**src/rtl/uart_rx_param.sv**
```systemverilog
// Parametrised UART receiver: 2-flop synchroniser, oversampled majority-vote bit
// decisions, parity/framing/break detection and a one-deep holding register.
module uart_rx_param #(
  parameter int CLOCK_RATE  = 12000000,
  parameter int BAUD_RATE   = 9600,
  parameter int OVERSAMPLE  = 16,
  parameter int DATA_BITS   = 8,
  parameter int PARITY_MODE = 0,
  parameter int STOP_BITS   = 1
) (
  input  logic                 clk,
  input  logic                 rstN,
  input  logic                 rxEn,
  input  logic                 rxIn,
  input  logic                 rxAck,
  output logic                 rxBusy,
  output logic                 rxDone,
  output logic                 rxValid,
  output logic [DATA_BITS-1:0] rxOut,
  output logic                 rxParityErr,
  output logic                 rxFrameErr,
  output logic                 rxBreak,
  output logic                 rxOverrun
);

  localparam int DIV_RAW = CLOCK_RATE / (BAUD_RATE * OVERSAMPLE);
  localparam int DIV     = (DIV_RAW < 1) ? 1 : DIV_RAW;
  localparam int DIV_W   = (DIV > 1) ? $clog2(DIV) : 1;
  localparam int TICK_W  = $clog2(OVERSAMPLE);

  localparam logic [DIV_W-1:0]  DIV_LAST  = DIV_W'(DIV - 1);
  localparam logic [TICK_W-1:0] TICK_LAST = TICK_W'(OVERSAMPLE - 1);
  localparam logic [TICK_W-1:0] T_S0      = TICK_W'(OVERSAMPLE / 2 - 1);
  localparam logic [TICK_W-1:0] T_S1      = TICK_W'(OVERSAMPLE / 2);
  localparam logic [TICK_W-1:0] T_DEC     = TICK_W'(OVERSAMPLE / 2 + 1);
  localparam logic [3:0]        DATA_LAST = 4'(DATA_BITS - 1);
  localparam logic [3:0]        STOP_LAST = 4'(STOP_BITS - 1);

  typedef enum logic [2:0] {
    S_IDLE, S_START, S_DATA, S_PARITY, S_STOP, S_WAIT_HIGH
  } state_t;

  state_t                state_q;
  logic                  sync1_q, sync2_q, prev_q;
  logic [DIV_W-1:0]      div_q;
  logic [TICK_W-1:0]     tick_q;
  logic [3:0]            bit_q;
  logic [DATA_BITS-1:0]  shift_q;
  logic                  s0_q, s1_q, par_q, stop0_q;
  logic                  busy_q, done_q, valid_q, perr_q, ferr_q, brk_q, ovr_q;
  logic [DATA_BITS-1:0]  out_q;

  logic rx_s, fall_d, tick_evt_d, decide_d, maj_d, stop_first_d, ferr_d, perr_d, brk_d;

  always_comb begin
    rx_s         = sync2_q;
    fall_d       = prev_q & ~sync2_q;
    tick_evt_d   = (div_q == '0);
    decide_d     = tick_evt_d && (tick_q == T_DEC);
    maj_d        = (s0_q & s1_q) | (s0_q & rx_s) | (s1_q & rx_s);
    // First stop bit is either the one being decided now or the one stored earlier.
    stop_first_d = (bit_q == '0) ? maj_d : stop0_q;
    ferr_d       = ~maj_d | ~stop_first_d;
    perr_d       = (PARITY_MODE != 0) && ((^{shift_q, par_q}) != (PARITY_MODE == 2));
    brk_d        = (shift_q == '0) && ((PARITY_MODE == 0) || !par_q) && !stop_first_d;
  end

  always_ff @(posedge clk or negedge rstN) begin
    if (!rstN) begin
      state_q <= S_IDLE;
      sync1_q <= 1'b1;
      sync2_q <= 1'b1;
      prev_q  <= 1'b1;
      div_q   <= '0;
      tick_q  <= '0;
      bit_q   <= '0;
      shift_q <= '0;
      s0_q    <= 1'b1;
      s1_q    <= 1'b1;
      par_q   <= 1'b0;
      stop0_q <= 1'b1;
      busy_q  <= 1'b0;
      done_q  <= 1'b0;
      valid_q <= 1'b0;
      perr_q  <= 1'b0;
      ferr_q  <= 1'b0;
      brk_q   <= 1'b0;
      ovr_q   <= 1'b0;
      out_q   <= '0;
    end else begin
      sync1_q <= rxIn;
      sync2_q <= sync1_q;
      prev_q  <= sync2_q;
      done_q  <= 1'b0;
      perr_q  <= 1'b0;
      ferr_q  <= 1'b0;
      brk_q   <= 1'b0;
      ovr_q   <= 1'b0;
      if (rxAck) valid_q <= 1'b0;

      if (!rxEn) begin
        state_q <= S_IDLE;
        busy_q  <= 1'b0;
      end else if (state_q == S_IDLE) begin
        if (fall_d) begin
          state_q <= S_START;
          busy_q  <= 1'b1;
          div_q   <= '0;
          tick_q  <= '0;
        end
      end else begin
        if (div_q == DIV_LAST) begin
          div_q  <= '0;
          tick_q <= (tick_q == TICK_LAST) ? '0 : tick_q + 1'b1;
        end else begin
          div_q <= div_q + 1'b1;
        end
        if (tick_evt_d && tick_q == T_S0) s0_q <= rx_s;
        if (tick_evt_d && tick_q == T_S1) s1_q <= rx_s;

        // States advance on the decision tick, so each state sees exactly one decision per bit.
        case (state_q)
          S_START: if (decide_d) begin
            if (maj_d) begin
              state_q <= S_IDLE;
              busy_q  <= 1'b0;
            end else begin
              state_q <= S_DATA;
              bit_q   <= '0;
            end
          end
          S_DATA: if (decide_d) begin
            shift_q <= {maj_d, shift_q[DATA_BITS-1:1]};
            bit_q   <= bit_q + 1'b1;
            if (bit_q == DATA_LAST) begin
              state_q <= (PARITY_MODE != 0) ? S_PARITY : S_STOP;
              bit_q   <= '0;
            end
          end
          S_PARITY: if (decide_d) begin
            par_q   <= maj_d;
            state_q <= S_STOP;
          end
          S_STOP: if (decide_d) begin
            if (bit_q == '0) stop0_q <= maj_d;
            bit_q <= bit_q + 1'b1;
            if (bit_q == STOP_LAST) begin
              done_q  <= 1'b1;
              out_q   <= shift_q;
              valid_q <= 1'b1;
              busy_q  <= 1'b0;
              perr_q  <= perr_d;
              ferr_q  <= ferr_d;
              brk_q   <= brk_d;
              ovr_q   <= valid_q & ~rxAck;
              state_q <= ferr_d ? S_WAIT_HIGH : S_IDLE;
            end
          end
          S_WAIT_HIGH: if (rx_s) state_q <= S_IDLE;
          default: state_q <= S_IDLE;
        endcase
      end
    end
  end

  assign rxBusy      = busy_q;
  assign rxDone      = done_q;
  assign rxValid     = valid_q;
  assign rxOut       = out_q;
  assign rxParityErr = perr_q;
  assign rxFrameErr  = ferr_q;
  assign rxBreak     = brk_q;
  assign rxOverrun   = ovr_q;

endmodule

```
**config.mk**
```make
export PLATFORM = sky130hd
export DESIGN_NAME = uart_rx_param
export DESIGN_NICKNAME = d
export VERILOG_FILES = /design/src/rtl/uart_rx_param.sv
export SDC_FILE = /design/constraint.sdc
export NUM_CORES = 1
export LEC_CHECK = 0
export ABC_CLOCK_PERIOD_IN_PS = 2800
export BUFFER_PORTS_ARGS = -buffer_cell sky130_fd_sc_hd__buf_2
export CORE_MARGIN = 1
export CORE_UTILIZATION = 59
export DETAILED_ROUTE_END_ITERATION = 10
export PLACE_DENSITY = 0.79
export SYNTH_ARGS = -nofsm -noshare
export SYNTH_HDL_FRONTEND = slang
export SYNTH_SLANG_ARGS = --single-unit
```
**constraint.sdc**
```tcl
create_clock -name clk -period 2.8 [get_ports clk]
set_input_delay 0.28 -clock clk [delete_from_list [all_inputs] [get_ports clk]]
set_output_delay 0.28 -clock clk [all_outputs]
set_load 0.01 [all_outputs]
```
-- Word-level counts from Yosys, hierarchy flattened
Cells that the tools add are included.
- $add $sub $neg: 3
- eq/ne operators: 26
- multiplexer cells: 61
- bitwise logic cells: 13
- reductions and logical operators: 21
- operator list (cell ; number):
    2-to-1 mux 4 bit ; 9
    2-to-1 mux 1 bit ; 34
    2-to-1 mux 3 bit ; 11
    inequality test 4 bit (second input constant) ; 8
    2-to-1 mux 7 bit ; 3
    one-hot mux 3 bit (5 select lines) ; 1
    equality test 4 bit (second input constant) ; 3
    one-hot mux 4 bit (3 select lines) ; 1
    inequality test 2 bit (second input constant) ; 5
    AND reduction 3 bit ; 3
    adder 4 x 1 -> 4 bit (second input constant) ; 2
    equality test 4 x 3 -> 1 bit (second input constant) ; 2
    zero test 8 bit ; 1
    AND reduction 4 bit ; 2
    AND reduction 8 bit ; 1
    adder 7 x 1 -> 7 bit (second input constant) ; 1
    equality test 7 bit (second input constant) ; 1
    zero test 7 bit ; 1
    AND reduction 7 bit ; 1
    equality test 3 x 2 -> 1 bit (second input constant) ; 2
    equality test 3 bit (second input constant) ; 2
    AND reduction 6 bit ; 1
    AND 1 bit ; 5
    inverter 1 bit ; 5
    14 further kinds ; 19
- register bits: 46
- bits of input ports: 5
- output and inout port bits: 15
- word-level logic and storage cells: 142

-- Depth between registers and ports, before layout
- depth after elaboration: 12
- mapped depth: 9
- gate-level depth less buffers: 7

-- Worst setup path after synthesis
Ideal clock, no wire load.
- path type: register -> register
- start point: register div_q[0]
- end point: register out_q[3] (netlist: rxOut[3])
- library setup time: 0.125 ns
- arrival time: 2.153 ns
- data required time: 2.675 ns
- path slack: 0.523 ns
- stages on the path, launching flop included: 9
- buffers on the path: 2
- clock period less this slack: 2.277 ns
- cells stage by stage: dfrtp_1 -> inv_1 -> ha_1 -> or4b_4 -> nor3_4 -> and4_1 -> buf_2 -> buf_4 -> mux2_2
- cells in the longest elaborated chain, start to end: 3
- ends and longest elaborated chain (item ; line ; source):
    start, declared ; 45 ; logic [DIV_W-1:0] div_q;
    start signal, assigned ; 116 ; div_q <= div_q + 1'b1;
    zero test 7 bit ; 58 ; tick_evt_d = (div_q == '0);
    logical AND 1 bit ; 59 ; decide_d = tick_evt_d && (tick_q == T_DEC);
    AND reduction 5 bit (no source line) ; -- ;
    end signal, assigned ; 149 ; out_q <= shift_q;
    end, declared ; 51 ; logic [DATA_BITS-1:0] out_q;
Every way passes these cells.
A chain may end at the register's enable or synchronous reset.

-- Worst setup path in the final report
- start point: register div_q[0]
- end point: register out_q[5] (netlist: rxOut[5])
Same word-level chain as after synthesis.

==> results.ini <==
[status]
status = complete, no violations

[finish]
layout_common_cells = dfrtp_1, nand2_1, mux2_2
antenna_cells = 0
post-route-util_pct = 69.0
nFillCells = 303
final_common_cell = dfrtp_1
area_delta_synth_final_pct = 10.5
layout.nets = 245
drive_above_1_share_pct = 25.8

[logic_synthesis]
async_flop_share_pct = 100
synth_cell_types = 50
ys_seq_elements = 46
yosys_warnings = 0
ys.flop_type = dfrtp_1
ys_seq_area_share_pct = 50.3
synth-edff-count = 0
synthCells = 212
synth.avg_cell_area_um2 = 10.9
synth_area_um2 = 2300
mappedNetlistNets = 225

[routing]
antenna_left = 0
wire_per_inst_um = 15.0
drcViolationCount = 0
vias_per_cell = 5.82
first_pass_iters = 4
drt-initial-drc-count = 130
vias = 1635
wl_um = 4210

[clock_network]
tritoncts = yes
clock-sinks = 46
numCtsBuffers = 5
insertion_delay_ps = 290
holdBufCountCts = 0
cts_max_level = 2
post_cts_buffers = 0
clk_pin_slew_worst_paths_ps = 80
clockBufferDepth = 2
cts-root-buf = clkbuf_8
ctsResizeCount = 0

[die]
fp.dieW_um = 64.5
coreArea_um2 = 3690
dieArea_um2 = 4160
start_util_pct = 62.4
die_y_um = 64.5
row_count = 22
pin_count = 20

[critical_path]
cp_data_arrival_time_ps = 2640
required_ps = 2980
critPathMaxStageDelay_ps = 520
r2r_slack_ps = 340
worstSetupPathType = reg2reg
critical_path.cell_chain = inv_1 -> ha_1 -> or4b_4 -> nor3_4 -> and4_1 -> mux2_2
r2r_cells = 6
crit_fanout = 10
cpMaxStageDelayCell = and4_1
rr_endpoint = rxOut[5]
timing.rr.start = div_q[0]
crit_path_start_kind = flip-flop
endpoint_kind = flip-flop

[sta]
drv_slew = 0
fin_setup_tns_ps = 0
maxSlewHeadroom_pct = 27.5
grt_setup_unrepaired = false
fmax_mhz = 407
skew_ps = 3.93
hold_slack_ps = 75.2
final-setup-viol-count = 0
final_hold_viol_count = 0
worst_pin_slew_ps = 1070
post-route-min-period_ps = 2460
fin_crit_sh_pct = 87.8

[place]
port_buffers = 18
dp.final_hpwl_um = 2970
place.gp.congestion = 0.865

[global_routing]
first_global_vias = 1581
grt_max_degree = 47
overflow = 0
antenna_found_initial = 0
grt_pass1_wl_um = 7380
grt_usage_pct = 23.3

[worst_hold_path]
min_from = rxIn
worstHoldPathType = in2reg
hold_end = sync1_q
hold_depth = 1

[flow_run]
maxCapViolCount = 0

[power]
power.total_mw = 1.81
total_leakage_power_nw = 1.25
powerDensity_nw_per_um2 = 712
vdd_drop_max_v = 0.000611

==> cells in the mapped netlist (2+ instances only) <==
| library cell | n | area [um^2] |
|---|---|---|
| nand2_1 | 22 | 82.6 |
| dfrtp_1 | 40 | 1000 |
| and4_1 | 2 | 17.5 |
| a21o_1 | 3 | 22.5 |
| nand3b_1 | 5 | 37.5 |
| clkbuf_1 | 3 | 11.3 |
| ha_1 | 8 | 100 |
| o21ai_0 | 16 | 80.1 |
| o21bai_1 | 2 | 15.0 |
| nor2_1 | 9 | 33.8 |
| buf_4 | 2 | 15.0 |
| dfstp_2 | 6 | 158 |
| nor4_1 | 3 | 18.8 |
| or2_2 | 2 | 12.5 |
| mux2_2 | 20 | 225 |
| inv_1 | 13 | 48.8 |
| o211ai_1 | 4 | 30.0 |
| nor2b_1 | 4 | 25.0 |
| nor3_1 | 4 | 20.0 |
| nand2b_1 | 3 | 18.8 |
| o31ai_1 | 3 | 22.5 |
| nand3_1 | 5 | 25.0 |
| and3_1 | 3 | 18.8 |
| mux2i_1 | 2 | 20.0 |
| a21oi_1 | 3 | 15.0 |
==> power breakdown <==
group	switching, mW	internal (mW)	leakage (nW)
registers	0.0795	0.713	0.604
logic	0.312	0.217	0.586
clock network	0.223	0.267	0.0585
total	0.614	1.20	1.25
==> flip-flops by register name, summed over array words and instances, names as in the netlist, 3 cells and up <==
| name | cells |
|---|---|
| bit_q | 4 |
| rxOut | 8 |
| shift_q | 8 |
| div_q | 7 |
| tick_q | 4 |
| state_q | 3 |
==> critical path: cells and delay by family, from the launching register on <==
| family | cells | cell delay [ps] |
|---|---|---|
| adders and majority gates | 1 | 130 |
| buffers and inverters | 1 | 80 |
| DFF | 1 | 440 |
| muxes | 1 | 400 |
| and+or+nand+nor | 3 | 1310 |
==> through the flow <==
stage | instances | setup WS, ps | cell area [um^2]
global placement | 273 | 424 | 2430
global route | 281 | 215 | 2540
detailed placement | 273 | 343 | 2430
CTS | 281 | 322 | 2540
finish | 281 | 342 | 2540
floorplan | 212 | 523 | 2300
==> worst max-delay path by stage <==
stage	startpoint	end	cells past startpoint
final	div_q[0]	rxOut[5]	6
after global routing	div_q[0]	rxOut[5]	6
after CTS	div_q[0]	rxOut[5]	6
after detailed placement	div_q[0]	rxOut[5]	6
after global placement	div_q[0]	rxOut[0]	6
after floorplan	div_q[0]	rxOut[3]	8
==> layer usage <==
metal  up-vias  part of all wire, %  GRT usage (%)
li1        792                    -              -
met1       803                   48           33.0
met2        33                   48           36.2
met3         7                  3.3           4.23
met4         0                  1.3           8.33
met5         -                    0              0
==> cell type report <==
cell class	count	area [um^2]	share of cell area (%)
clock inverters	3	43.8	1.72
repair buffers	20	105	4.13
well taps	48	60.1	2.36
flip-flops and latches	46	1160	45.5
clock buffers	5	68.8	2.70
inverters	13	48.8	1.92
multi-input cells	146	1060	41.6
==> kinds of logic after synthesis <==
family          share of synthesized area [%]
compound gates                           12.5
xor+xnor                                0.761
fa+ha+maj                                4.78
buf+inv                                  3.64
flops                                    50.3
mux                                      10.7
other cells                             0.163
simple gates                             17.2
No activity file was read; power rests on OpenSTA's default activity.
